$ cat src/rtl/i2c_init_seq.sv
// Command-table sequencer feeding a byte-level I2C master: walks a ROM of
// WR / RD / DLY / END entries, checks readbacks and reports the first failure.
module i2c_init_seq #(
    parameter int ADDR_W   = 6,
    parameter int DLY_UNIT = 1000,
    parameter int ACK_TO   = 4096
) (
    input  logic              sys_clk_i,
    input  logic              rst_i,
    input  logic              start_i,
    output logic [ADDR_W-1:0] cmd_addr_o,
    input  logic [17:0]       cmd_data_i,
    output logic [7:0]        word_addr_o,
    output logic [7:0]        wr_data_o,
    output logic              wr_start_flag_o,
    output logic              rd_start_flag_o,
    input  logic              i2c_busy_i,
    input  logic [7:0]        rd_data_i,
    output logic              busy_o,
    output logic              done_o,
    output logic              err_o,
    output logic [7:0]        err_cnt_o,
    output logic [ADDR_W-1:0] err_idx_o
);

    typedef enum logic [3:0] {
        S_IDLE, S_FETCH, S_DECODE, S_ISSUE, S_WAIT_HI,
        S_WAIT_LO, S_CHECK, S_DELAY, S_FIN
    } state_t;

    typedef enum logic [1:0] {
        OP_END = 2'b00, OP_WR = 2'b01, OP_RD = 2'b10, OP_DLY = 2'b11
    } op_t;

    localparam int DLY_W = $clog2(255 * DLY_UNIT + 1);
    localparam int TO_W  = $clog2(ACK_TO + 1);
    localparam logic [ADDR_W-1:0] LAST_IDX = '1;

    state_t            state, state_nxt;
    op_t               op_in, op_q;
    logic [ADDR_W-1:0] idx;
    logic [DLY_W-1:0]  dly_cnt;
    logic [TO_W-1:0]   to_cnt;
    logic              tmo_q;
    logic [7:0]        rd_q;
    logic              at_last, to_hit, dly_last, dly_none, entry_fail;
    state_t            adv_state;

    assign op_in      = op_t'(cmd_data_i[17:16]);
    assign at_last    = (idx == LAST_IDX);
    assign to_hit     = (to_cnt >= TO_W'(ACK_TO - 1));
    assign dly_last   = (dly_cnt <= DLY_W'(1));
    assign dly_none   = (cmd_data_i[7:0] == 8'd0);
    // wr_data_o doubles as the expected value while an RD entry is active
    assign entry_fail = tmo_q || ((op_q == OP_RD) && (rd_q != wr_data_o));
    assign adv_state  = at_last ? S_FIN : S_FETCH;
    assign cmd_addr_o = idx;

    always_ff @(posedge sys_clk_i) begin
        if (rst_i) state <= S_IDLE;
        else       state <= state_nxt;
    end

    // Handshake with the master: a start flag is a level request held until
    // i2c_busy_i is seen high (acknowledge) or ACK_TO cycles pass; completion
    // is i2c_busy_i falling, and rd_data_i is valid on that cycle.
    always_comb begin
        state_nxt       = state;
        wr_start_flag_o = 1'b0;
        rd_start_flag_o = 1'b0;
        busy_o          = (state != S_IDLE);
        done_o          = 1'b0;
        case (state)
            S_IDLE:   if (start_i) state_nxt = S_FETCH;
            S_FETCH:  state_nxt = S_DECODE;
            S_DECODE: begin
                case (op_in)
                    OP_END:  state_nxt = S_FIN;
                    OP_DLY:  state_nxt = dly_none ? adv_state : S_DELAY;
                    default: state_nxt = S_ISSUE;
                endcase
            end
            S_ISSUE: begin
                wr_start_flag_o = (op_q == OP_WR);
                rd_start_flag_o = (op_q == OP_RD);
                state_nxt       = i2c_busy_i ? S_WAIT_LO : S_WAIT_HI;
            end
            S_WAIT_HI: begin
                wr_start_flag_o = (op_q == OP_WR);
                rd_start_flag_o = (op_q == OP_RD);
                if (i2c_busy_i)  state_nxt = S_WAIT_LO;
                else if (to_hit) state_nxt = S_CHECK;
            end
            S_WAIT_LO: if (!i2c_busy_i) state_nxt = S_CHECK;
            S_CHECK:   state_nxt = adv_state;
            S_DELAY:   if (dly_last) state_nxt = adv_state;
            S_FIN: begin
                done_o    = 1'b1;
                state_nxt = S_IDLE;
            end
            default:   state_nxt = S_IDLE;
        endcase
    end

    always_ff @(posedge sys_clk_i) begin
        if (rst_i) begin
            idx         <= '0;
            op_q        <= OP_END;
            word_addr_o <= 8'd0;
            wr_data_o   <= 8'd0;
            dly_cnt     <= '0;
            to_cnt      <= '0;
            tmo_q       <= 1'b0;
            rd_q        <= 8'd0;
            err_o       <= 1'b0;
            err_cnt_o   <= 8'd0;
            err_idx_o   <= '0;
        end else begin
            case (state)
                S_IDLE: begin
                    if (start_i) begin
                        idx       <= '0;
                        err_o     <= 1'b0;
                        err_cnt_o <= 8'd0;
                        err_idx_o <= '0;
                    end
                end
                S_DECODE: begin
                    op_q    <= op_in;
                    to_cnt  <= '0;
                    tmo_q   <= 1'b0;
                    dly_cnt <= DLY_W'(cmd_data_i[7:0]) * DLY_W'(DLY_UNIT);
                    if (op_in == OP_WR || op_in == OP_RD) begin
                        word_addr_o <= cmd_data_i[15:8];
                        wr_data_o   <= cmd_data_i[7:0];
                    end
                    if (op_in == OP_DLY && dly_none && !at_last) idx <= idx + ADDR_W'(1);
                end
                S_ISSUE: to_cnt <= to_cnt + TO_W'(1);
                S_WAIT_HI: begin
                    to_cnt <= to_cnt + TO_W'(1);
                    if (!i2c_busy_i && to_hit) tmo_q <= 1'b1;
                end
                S_WAIT_LO: if (!i2c_busy_i) rd_q <= rd_data_i;
                S_CHECK: begin
                    if (entry_fail) begin
                        err_o <= 1'b1;
                        if (err_cnt_o != 8'hFF) err_cnt_o <= err_cnt_o + 8'd1;
                        if (!err_o) err_idx_o <= idx;
                    end
                    if (!at_last) idx <= idx + ADDR_W'(1);
                end
                S_DELAY: begin
                    if (dly_last) begin
                        if (!at_last) idx <= idx + ADDR_W'(1);
                    end else begin
                        dly_cnt <= dly_cnt - DLY_W'(1);
                    end
                end
                default: ;
            endcase
        end
    end

endmodule

$ cat config.mk
export PLATFORM = sky130hd
export DESIGN_NAME = i2c_init_seq
export DESIGN_NICKNAME = d
export VERILOG_FILES = /design/src/rtl/i2c_init_seq.sv
export SDC_FILE = /design/constraint.sdc
export NUM_CORES = 1
export LEC_CHECK = 0
export CORE_ASPECT_RATIO = 0.7
export CORE_MARGIN = 8
export CORE_UTILIZATION = 57
export CTS_CLUSTER_DIAMETER = 30
export DETAILED_ROUTE_END_ITERATION = 8
export GPL_TIMING_DRIVEN = 0
export PLACE_DENSITY = 0.81
export SLEW_MARGIN = 10
export SYNTH_ARGS = -nofsm -noshare
export SYNTH_HDL_FRONTEND = slang
export SYNTH_SLANG_ARGS = --single-unit
$ cat constraint.sdc
create_clock -name sys_clk_i -period 6.2 [get_ports sys_clk_i]
set_clock_uncertainty 0.1 [all_clocks]
set_input_delay 1.24 -clock sys_clk_i [delete_from_list [all_inputs] [get_ports sys_clk_i]]
set_output_delay 1.24 -clock sys_clk_i [all_outputs]
set_load 0.005 [all_outputs]
### Word-level counts from Yosys, hierarchy flattened

Index checks and enable logic that the tools add are counted.

| word-level totals | value |
|---|---|
| flip-flop bits (word level) | 83 |
| output and inout bits | 41 |
| logic and storage cells | 106 |

| cells by class | value |
|---|---|
| add/sub/neg operators | 4 |
| $mul | 1 |
| magnitude comparators | 2 |
| equality and inequality tests | 26 |
| muxes and demuxes | 33 |
| bitwise operators | 1 |
| reductions and logical operators | 27 |

Operators by type and width:

| cell | number |
|---|---|
| 6-bit two-way mux | 6 |
| 18-bit one-hot mux with 2 select lines | 1 |
| 4-bit one-hot mux with 8 select lines | 1 |
| 4-bit two-way mux | 7 |
| 13-bit one-hot mux with 2 select lines | 1 |
| 8-bit two-way mux | 3 |
| 6-bit one-hot mux with 4 select lines | 1 |
| 18-bit by 1-bit <= comparator with 1-bit output, second input constant | 1 |
| 18-bit two-way mux | 1 |
| 2-bit inequality test, second input constant | 9 |
| 18-bit by 1-bit subtractor with 18-bit output, second input constant | 1 |
| 4-bit by 3-bit equality test with 1-bit output, second input constant | 4 |
| 8-bit one-hot mux with 2 select lines | 1 |
| 4-bit AND reduction | 4 |
| 8-bit by 7-bit multiplier with 15-bit output, second input constant | 1 |
| 13-bit by 1-bit adder with 13-bit output, second input constant | 1 |
| 13-bit by 12-bit >= comparator with 1-bit output, second input constant | 1 |
| 6-bit one-hot mux with 2 select lines | 1 |
| 8-bit by 1-bit adder with 8-bit output, second input constant | 1 |
| 4-bit by 2-bit equality test with 1-bit output, second input constant | 2 |
| 8-bit zero test | 1 |
| 8-bit inequality test | 1 |
| 8-bit inequality test, second input constant | 1 |
| 4-bit one-hot mux with 2 select lines | 1 |
| 20 further kinds | 42 |

### Longest topological paths before layout

| depth | value |
|---|---|
| word-level depth | 5 |
| depth in mapped cells | 14 |

### Worst setup path before layout

No wires, ideal clock.

| timing | value |
|---|---|
| path kind | input -> register |
| start point | input port cmd_data_i[1] |
| end point | register dly_cnt[14] |
| setup time | 0.074 ns |
| arrival time | 4.605 ns |
| path slack | 1.421 ns |
| cell stages on the path | 13 |
| cells stage by stage | fa_1 inv_1 fa_1 fa_1 fa_1 inv_1 ha_1 a21oi_1 o22ai_1 o41ai_1 xnor2_1 nand2_1 a31oi_1 |

| on the way | value |
|---|---|
| cells in the longest elaborated chain, start to end | 2 |

Ends and longest elaborated chain:

| item | line | source |
|---|---|---|
| start, declared | 12 | `input logic [17:0] cmd_data_i,` |
| 8-bit by 7-bit multiplier with 15-bit output | 132 | `dly_cnt <= DLY_W'(cmd_data_i[7:0]) * DLY_W'(DLY_UNIT);` |
| 18-bit one-hot mux with 2 select lines | 119 | `case (state)` |
| end signal, assigned | 132 |  |
| end signal, assigned | 157 | `dly_cnt <= dly_cnt - DLY_W'(1);` |
| end, declared | 42 | `logic [DLY_W-1:0] dly_cnt;` |

Every way passes these cells.
A chain may end at the register's enable or synchronous reset.

### Final worst setup path

Same ends and word-level chain as after synthesis.

==> impl_metrics.env <==
export IMPL_routabilityCongestion=0.922
export IMPL_first_pass_iters=5
export IMPL_multi_input_area_um2=3710
export IMPL_yosysSeqAreaShare_pct=29.4
export IMPL_critPathMaxFanout=8
export IMPL_rr_startpoint="state[3]"
export IMPL_reg2regPathDepth=9
export IMPL_synth_edf_count=0
export IMPL_final_common_cell="dfxtp_1"
export IMPL_ys_ff_latch=83
export IMPL_power_density_nw_per_um2=369
export IMPL_crit_required_ps=6360
export IMPL_clockBufferDepth=2
export IMPL_fin_tns_setup_ps=0
export IMPL_hold_start="word_addr_o[3]"
export IMPL_fp_coreArea_um2=9680
export IMPL_crit_type="in -> reg"
export IMPL_grt_pass1_wl_um=26600
export IMPL_cts_clk_slew_worst_paths_ps=70
export IMPL_route_detailed_wl_per_inst_um=18.2
export IMPL_drc=0
export IMPL_whs_path_depth=2
export IMPL_cts_resized=0
export IMPL_status="finished clean"
export IMPL_syn_avg_cell_area_um2=8.25
export IMPL_p_leak_nw=2.66
export IMPL_diodes=0
export IMPL_grt_use_met2_pct=36.1
export IMPL_hpwl_um=12300
export IMPL_synthArstFlopShare_pct=0
export IMPL_drt_total_wl_um=16400
export IMPL_drv_cap=0
export IMPL_finalCriticalPeriod_ps=5610
export IMPL_slew_headroom_pct=39.0
export IMPL_use_met1_pct=33.6
export IMPL_endpoint_kind="flip-flop"
export IMPL_initial_core_util_pct=58.4
export IMPL_min_path_type="reg -> reg"
export IMPL_ant_nets=0
export IMPL_met3_usage_pct=7.70
export IMPL_drive_above_1_share_pct=4.80
export IMPL_cts_buffers=9
export IMPL_drt_initial_drc_count=548
export IMPL_vias=5553
export IMPL_finalSetupViolCount=0
export IMPL_grt_max_degree=17
export IMPL_final_max_slew_viol_count=0
export IMPL_die_h_um=99.3
export IMPL_row_count=30
export IMPL_h_tree_depth=3
export IMPL_max_slew_worst_pin_slew_ps=912
export IMPL_cts_root_buf="clkbuf_16"
export IMPL_yosysTopAreaCell="dfxtp_1"
export IMPL_synthFlopType="dfxtp_1"
export IMPL_busiest_layer="met2"
export IMPL_reg2reg_to="dly_cnt[11]"
export IMPL_yosys_top_cells_area="dfxtp_1 29%, ha_1 11%, fa_1 7.4%, a21oi_1 5.9%, nand2_1 5.1%"
export IMPL_regArea_um2=1660
export IMPL_grt_overflow=0
export IMPL_grt_pass1_vias=5325
export IMPL_reg2reg_slack_ps=3750
export IMPL_cts_setup_buffers=0
export IMPL_syn_inst=685
export IMPL_finalCritPeriodShare_pct=90.5
export IMPL_die_width_um=135
export IMPL_critPathLaunchType="input port"
export IMPL_cts_sinks=83
export IMPL_syn_area_um2=5650
export IMPL_antenna_found_initial=0
export IMPL_ir_drop_mv=0.164
export IMPL_ioPinCount=71
export IMPL_arrival_ps=5770
export IMPL_final_hold_viol_count=0
export IMPL_yosysWarnings=0
export IMPL_syn_nets=786
export IMPL_numPortBuffers=70
export IMPL_dieArea_um2=13400
export IMPL_area_delta_synth_final_pct=20.6
export IMPL_viasPerCell=6.18
export IMPL_rsz0062_at_grt="no"
export IMPL_fillCellCount=750
export IMPL_p_total_w=0.00252
export IMPL_cts_tree="done"
export IMPL_holdPathEnd="word_addr_o[3]"
export IMPL_clk_latency_ps=340
export IMPL_grt_usage_pct=24.5
export IMPL_holdBufCountCts=0
export IMPL_ys_types=63
export IMPL_final_nets=867
export IMPL_yosysTopAreaCellShare_pct=29.4
export IMPL_mostFrequentLayoutCells="83 x dfxtp_1, 77 x nand2_1, 74 x nor2_1, 70 x clkdlybuf4s50_1, 67 x a21oi_1"
export IMPL_fmax_ghz=0.178
stage by stage:
| stage | setup slack, ps | hold WS, ps | cells | util (%) | cell area, um^2 |
|---|---|---|---|---|---|
| floorplan | 1420 | 340 | 685 | - | 5650 |
| global placement | 399 | 342 | 883 | 67.3 | 6520 |
| detailed placement | 294 | 348 | 883 | 67.3 | 6520 |
| CTS | 628 | 357 | 899 | 70.4 | 6820 |
| global route | 423 | 383 | 899 | 70.4 | 6820 |
| finish | 591 | 357 | 899 | 70.4 | 6820 |
metal layers:
metal	vias to the layer above	routed length, um
met5	-	0
met4	0	266
met3	32	1570
met2	271	7100
met1	2659	7430
li1	2591	-
flip-flops by register name (all words and copies together) (netlist names), 2 cells and up:
register,flops
dly_cnt,18
err_idx_o,6
wr_data_o,8
word_addr_o,8
err_cnt_o,8
op_q,2
state,4
rd_q,8
to_cnt,13
cmd_addr_o,6
worst max-delay path: stages:
cell and delay, ps:
clkdlybuf4s50_1 820, fa_1 600, xor2_1 220, ha_1 190, a21oi_1 150, fa_1 460
fa_1 520, inv_1 40, ha_1 350, a21oi_1 240, o22ai_1 180, o41ai_1 360
xnor2_1 170, nand2_1 70, a31oi_1 150
synth_stat cells (3+ instances only):
cell	n
nand2b_1	7
nand4_1	16
a211oi_1	3
xnor2_1	16
a31oi_1	10
nor2_1	74
a21o_1	5
and4_1	6
fa_1	21
mux2i_1	10
o21ai_0	31
nor4_1	6
or4_1	3
nand2_1	77
o21a_1	3
o211ai_1	5
o22ai_1	7
inv_1	45
nand3_1	25
ha_1	50
xor2_1	11
buf_2	6
and3_1	6
clkbuf_1	18
o2111ai_1	5
a21oi_1	67
a311oi_1	4
nand3b_1	6
nor3_1	14
or3_1	6
dfxtp_1	83
report_power, final:
part           switching [W]  internal, W  total (W)  leakage, nW
clock               0.000238     0.000319   0.000558        0.148
combinational       0.000792     0.000505    0.00130         1.84
sequential         0.0000719     0.000590   0.000662        0.670
area by class of cell:
type	count	area share, %
plain buffers	26	1.60
clock buffers	9	3.30
clock inverters	7	1.19
inverters	45	2.48
multi-input cells	531	54.5
flip-flops and latches	83	24.4
well taps	128	2.35
repair buffers	70	10.3
cells by family after synthesis:
family	count (synthesis)	synth area share, %
muxes	12	2.17
AOI/OAI and AO/OA	157	16.9
adders and majority gates	71	18.5
DFF	83	29.4
and+or+nand+nor	264	23.9
xor gates and xnor gates	27	4.18
buffers and inverters	71	4.91
worst max-delay path by stage:
| stage | to | slack (ps) | start |
|---|---|---|---|
| global route | dly_cnt[14] | 420 | cmd_data_i[1] |
| finish | dly_cnt[14] | 590 | cmd_data_i[1] |
| floorplan | dly_cnt[14] | 1420 | cmd_data_i[1] |
| detailed placement | dly_cnt[14] | 290 | cmd_data_i[1] |
| CTS | dly_cnt[14] | 630 | cmd_data_i[1] |
| global placement | dly_cnt[14] | 400 | cmd_data_i[1] |
Power figures use the tool's default switching activity.
